<file path="src/rtl/mux_scan_sequencer_if.sv">
// Bundle of scan-control and selector signals for mux_scan_sequencer.
//   start  : scan request
//   cont   : continuous-mode request, captured with an accepted start
//   abort  : cancel of a scan in progress
//   q      : selector Q output fed back to the sequencer
//   sel    : select lines SEL2..SEL0
//   ce_n   : selector enable, active-low
//   busy   : scan in progress
//   done   : one-cycle pulse when data has been updated
//   data   : last complete scan byte
// The slave modport is the sequencer; the master modport is whatever drives
// the requests and the selector (the surrounding system or a bench).
interface mux_scan_sequencer_if;
  logic       start;
  logic       cont;
  logic       abort;
  logic       q;
  logic [2:0] sel;
  logic       ce_n;
  logic       busy;
  logic       done;
  logic [7:0] data;

  modport master (
    output start, cont, abort, q,
    input  sel, ce_n, busy, done, data
  );

  modport slave (
    input  start, cont, abort, q,
    output sel, ce_n, busy, done, data
  );
endinterface

</file>
<file path="src/rtl/mux_scan_sequencer.sv">
// Closed-loop driver/collector for an external 1-of-8 selector. Walks the
// select lines 0..7, holds each select SETTLE+1 cycles, samples q on the last
// one and publishes the assembled byte with a one-cycle done pulse.
// Ports:
//   clk    : system clock, rising edge
//   reset  : synchronous reset, active-high
//   bus    : mux_scan_sequencer_if.slave (start/cont/abort/q in,
//            sel/ce_n/busy/done/data out)
//
// state | meaning
// ------+--------------------------------------------------------------
// IDLE  | selector disabled, waiting for start
// SCAN  | selector enabled, settling/sampling the current select
// DONE  | one cycle; data already holds the new byte, done pulses
module mux_scan_sequencer #(
  parameter int unsigned SETTLE = 1
) (
  input logic                 clk,
  input logic                 reset,
  mux_scan_sequencer_if.slave bus
);

  localparam logic [1:0] ST_IDLE = 2'd0;
  localparam logic [1:0] ST_SCAN = 2'd1;
  localparam logic [1:0] ST_DONE = 2'd2;

  localparam logic [3:0] SETTLE_CNT = 4'(SETTLE);

  logic [1:0] state;
  logic [2:0] sel_q;
  logic [3:0] cnt;
  logic       cont_q;
  logic [7:0] shadow;
  logic [7:0] data_q;

  always_ff @(posedge clk) begin
    if (reset) begin
      state  <= ST_IDLE;
      sel_q  <= 3'd0;
      cnt    <= 4'd0;
      cont_q <= 1'b0;
      shadow <= 8'd0;
      data_q <= 8'd0;
    end else begin
      case (state)
        ST_IDLE: begin
          if (bus.start) begin
            state  <= ST_SCAN;
            sel_q  <= 3'd0;
            cnt    <= SETTLE_CNT;
            cont_q <= bus.cont;
          end
        end

        ST_SCAN: begin
          if (bus.abort) begin
            state  <= ST_IDLE;
            sel_q  <= 3'd0;
            cnt    <= 4'd0;
            shadow <= 8'd0;
          end else if (cnt != 4'd0) begin
            cnt <= cnt - 4'd1;
          end else begin
            shadow[sel_q] <= bus.q;
            if (sel_q == 3'd7) begin
              // The final bit goes straight into data so the byte appears
              // complete in the DONE cycle.
              data_q <= {bus.q, shadow[6:0]};
              state  <= ST_DONE;
              sel_q  <= 3'd0;
            end else begin
              sel_q <= sel_q + 3'd1;
              cnt   <= SETTLE_CNT;
            end
          end
        end

        ST_DONE: begin
          if (bus.abort) begin
            state  <= ST_IDLE;
            cont_q <= 1'b0;
          end else if (cont_q) begin
            state <= ST_SCAN;
            sel_q <= 3'd0;
            cnt   <= SETTLE_CNT;
          end else begin
            state <= ST_IDLE;
          end
        end

        default: begin
          state <= ST_IDLE;
          sel_q <= 3'd0;
          cnt   <= 4'd0;
        end
      endcase
    end
  end

  // sel_q is forced to 0 whenever SCAN is left, so it can drive sel directly.
  assign bus.sel  = sel_q;
  assign bus.ce_n = (state != ST_SCAN);
  assign bus.busy = (state == ST_SCAN);
  assign bus.done = (state == ST_DONE);
  assign bus.data = data_q;

endmodule

</file>
<file path="src/flat_wrapper.sv">
// flat-port wrapper written by rule: the top's interface ports become plain ports
module mux_scan_sequencer_flat 
#(
  parameter int unsigned SETTLE = 1
)
  (clk, reset, bus_start, bus_cont, bus_abort, bus_q, bus_sel, bus_ce_n, bus_busy, bus_done, bus_data);
  mux_scan_sequencer_if bus_i ();
  input logic clk;
  input logic reset;
  input wire logic [$bits(bus_i.start)-1:0] bus_start;
  input wire logic [$bits(bus_i.cont)-1:0] bus_cont;
  input wire logic [$bits(bus_i.abort)-1:0] bus_abort;
  input wire logic [$bits(bus_i.q)-1:0] bus_q;
  output wire logic [$bits(bus_i.sel)-1:0] bus_sel;
  output wire logic [$bits(bus_i.ce_n)-1:0] bus_ce_n;
  output wire logic [$bits(bus_i.busy)-1:0] bus_busy;
  output wire logic [$bits(bus_i.done)-1:0] bus_done;
  output wire logic [$bits(bus_i.data)-1:0] bus_data;
  assign bus_i.start = bus_start;
  assign bus_i.cont = bus_cont;
  assign bus_i.abort = bus_abort;
  assign bus_i.q = bus_q;
  assign bus_sel = bus_i.sel;
  assign bus_ce_n = bus_i.ce_n;
  assign bus_busy = bus_i.busy;
  assign bus_done = bus_i.done;
  assign bus_data = bus_i.data;
  mux_scan_sequencer #(.SETTLE(SETTLE)) u_core (.clk(clk), .reset(reset), .bus(bus_i));
endmodule
</file>
<file path="config.mk">
export PLATFORM = sky130hd
export DESIGN_NAME = mux_scan_sequencer_flat
export DESIGN_NICKNAME = d
export VERILOG_FILES = /design/src/rtl/mux_scan_sequencer_if.sv /design/src/rtl/mux_scan_sequencer.sv /design/src/flat_wrapper.sv
export SDC_FILE = /design/constraint.sdc
export NUM_CORES = 1
export LEC_CHECK = 0
export CORE_AREA = 2 2 53 55
export DETAILED_ROUTE_END_ITERATION = 10
export DIE_AREA = 0 0 55 57
export PLACE_DENSITY = 0.72
export SLEW_MARGIN = 20
export SYNTH_ARGS = -nofsm -noshare
export SYNTH_HDL_FRONTEND = slang
export SYNTH_SLANG_ARGS = --single-unit
</file>
<file path="constraint.sdc">
create_clock -name clk -period 1.57 [get_ports clk]
set_input_delay 0.314 -clock clk [delete_from_list [all_inputs] [get_ports clk]]
set_output_delay 0.314 -clock clk [all_outputs]
set_load 0.01 [all_outputs]
</file>
==> key figures <==
Routing
  – Iter 0 DRT Violations: 50
  – # DRC: 0
  – Top Layer Used: met4
  – Routed wire length: 3000 um
  – Routed vias: 1,153
  – Routed wl met3: 111 um
  – Pre-antenna DRT Iters: 4
  – Drt via density: 5.60
  – WL/cell: 14.6 um
  – DRT antenna net count: 0
  – Met2 wire len: 1440 um
  – Met1 wire length: 1420 um

Clock network
  – Root Driver: clkbuf_4
  – Worst skew pair latency: 320 ps
  – Post-CTS Hold Buffers: 0
  – Clock Pin Slew Worst Setup and Hold Paths: 130 ps
  – Clock Path Buffers: 2
  – CTS buffer count: 3
  – H-Tree Depth: 1
  – Clk sinks: 25
  – CTS tree: yes

STA
  – Setup_tns: 0 ps
  – Unrepaired setup endpoints after global routing: yes
  – Worst Setup Slack, final: 2.84 ps
  – Worst slew margin: 74.7%
  – Slew Limit Fails: 0
  – Fin crit share: 99.8%
  – Worst hold margin: 467 ps
  – Fmax achieved: 0.638 GHz
  – Clock period minus final worst setup slack: 1570 ps
  – Final setup viols: 0
  – Layout Skew: 5.07 ps
  – Fin. Hold Viols: 0
  – Slew @ Worst Pin: 376 ps

Synthesis
  – Cell Area, Synth: 1140 um^2
  – Post-synthesis cell count: 130
  – Post-synthesis adder-cell area fraction: 2.20%
  – Cell with the most instances after synthesis: dfxtp_1
  – Synth Area in XOR/XNOR: 0%
  – Synth Area in Compound Gates: 23.0%
  – Yosys cell types: 38
  – Syn_nets: 138
  – Synth area leader: dfxtp_1
  – Post-synthesis sequential area ratio: 44.0%
  – Top_reg_cell synth: dfxtp_1
  – Ys async rst share: 0%
  – Yosys warns: 0
  – Synth area leaders: dfxtp_1 44%, a21oi_1 6.6%, nand2_1 6.6%
  – Commonest cells in the netlist: 25 x dfxtp_1, 20 x nand2_1, 15 x a21oi_1, 6 x a32o_1, 6 x nor2_1
  – Synth Area in Simple Gates: 26.9%
  – Yosys top cell area share: 44.0%
  – Yosys reg bits: 25
  – Main combinational cell family by area after synthesis: simple AND/OR/NAND/NOR gates
  – Mux share of post-synthesis cell area: 0.879%
  – Syn avg cell area: 8.76 um^2
  – Number of synthesized flops with an enable pin: 0

Worst hold path
  – Worst Hold End: u_core.bus.data[2]
  – Hold Path Class: reg -> reg
  – Min-delay src: u_core.bus.data[2]
  – Hold depth: 2

Layout
  – Fillers: 236
  – Share of layout cells above drive strength 1: 26.3%
  – # nets final: 184
  – Utilization after layout: 62.2%
  – Final antenna diode count: 0
  – Area delta synth->final: 43.0%
  – Final Cell Area: 1630 um^2
  – Non-Filler Instances: 206

Placed design
  – IO buf count: 19
  – Pre-CTS WS: -361 ps
  – Gpl congestion: 0.853
  – Placed insts: 200
  – Dpl hpwl: 2160 um
  – DP Area: 1530 um^2

Power and ir drop
  – Pwr per Cell Area: 690 nW/um^2
  – Maximum vdd ir drop: 413 uV
  – Overall power: 1.12 mW
  – Pleak: 0.701 nW

Critical path
  – Critical Path End Type: register
  – Worst r2r path cells: 4
  – Crit-path cells: nor4_4, o32ai_2, or4_1, a21oi_1
  – Worst r2r dst: u_core.bus.sel[0]
  – Crit path max fanout: 5
  – Register-to-register setup slack: 3 ps
  – Slowest stage delay, CP: 420 ps
  – RR Startpoint: u_core.cnt[3]
  – Critical-path top delay cell: or4_1
  – Crit path launch type: register
  – Worst EP arrival: 1830 ps
  – Worst EP required: 1830 ps
  – Crit Path Category: reg -> reg

Global routing
  – Vias in the first global route: 1,139
  – Total gr overflow: 0
  – Largest net degree at the start of global routing: 20
  – First-pass GRT wire length: 4750 um
  – Total GRT Usage: 20.5%
  – Antenna violations before repair: 0

Floorplan
  – Die footprint: 3140 um^2
  – Core ar.: 2620 um^2
  – Top Ports: 20
  – Die width: 55 um
  – FP Rows: 19
  – Starting density of the core: 43.5%
  – Die span in y: 57 um

Run status
  – Status: finished clean

Job
  – Max_cap viols: 0
## area by class of cell
cell class	count	area (um^2)	share of cell area, %
Timing Repair Buffer	46	398	24.4
Tap cell	31	38.8	2.38
Multi-Input combinational cell	97	638	39.2
Clock buffer	4	26.3	1.61
Sequential cell	25	515	31.7
Inverter	3	11.3	0.692
## flip-flops by register name, summed over array words and instances, names as in the netlist
name and flops:
u_core.cont_q 1, u_core.cnt 4, u_core.state 2, u_core.bus.data 8, u_core.bus.sel 3, u_core.shadow 7
## layout by cell type (no fill, tap or decap), types with 2 or more instances in the layout
master,count
clkdlybuf4s50_1,9
dlymetal6s2s_1,5
nor3_2,2
inv_1,2
nand2b_1,3
nand4b_1,2
dlygate4sd2_1,4
buf_4,26
nand3_1,3
nand2_1,20
a211oi_1,2
nor2_1,5
nand4_1,2
a31oi_1,3
o21ai_0,3
nor2b_1,5
a21oi_1,15
dfxtp_1,19
clkbuf_4,3
o211ai_1,2
o2111ai_1,2
a32o_1,6
dfxtp_4,3
dfxtp_2,3
ha_1,2
## critical path, delay by kind of cell, from the launching register on
| family | cells | cell delay [ps] |
|---|---|---|
| AO/OA/AOI/OAI | 2 | 310 |
| flip-flops | 1 | 360 |
| AND/OR/NAND/NOR | 2 | 830 |
## metal layers
| layer | up-vias | track usage [%] |
|---|---|---|
| met1 | 538 | 26.4 |
| met3 | 2 | 3.14 |
| met2 | 36 | 32.5 |
| li1 | 577 | - |
| met4 | 0 | 10.5 |
| met5 | - | 0 |
## worst max-delay path by stage
stage	slack (ps)	start	endpoint	depth (start not counted)
CTS	2	u_core.cnt[3]	u_core.bus.sel[0]	4
finish	3	u_core.cnt[3]	u_core.bus.sel[0]	4
global route	-50	u_core.cnt[3]	u_core.shadow[4]	5
floorplan	6	u_core.cnt[3]	u_core.bus.sel[0]	4
global placement	-340	bus_abort	u_core.bus.sel[0]	4
detailed placement	-360	bus_abort	u_core.cnt[2]	7
## cells by family (layout without fill, tap and decap cells)
group | after synthesis | after routing
flops | 25 | 25
simple gates | 56 | 56
compound gates | 38 | 38
fa+ha+maj | 2 | 2
mux | 1 | 1
buf+inv | 8 | 53
## timing repair
action,in CTS,in global routing
hold endpoints to repair,0,0
gates resized for setup,21,8
setup endpoints to repair,14,21
pin swaps,1,1
buffers inserted,1,1
## power breakdown
group	internal (mW)	leakage [nW]	total (mW)	switching (mW)
registers	0.640	0.206	0.649	0.00925
clock network	0.0994	0.0150	0.286	0.187
logic	0.0943	0.480	0.189	0.0943
total	0.834	0.701	1.12	0.290
Note: power is estimated with default switching activity, not from simulation.
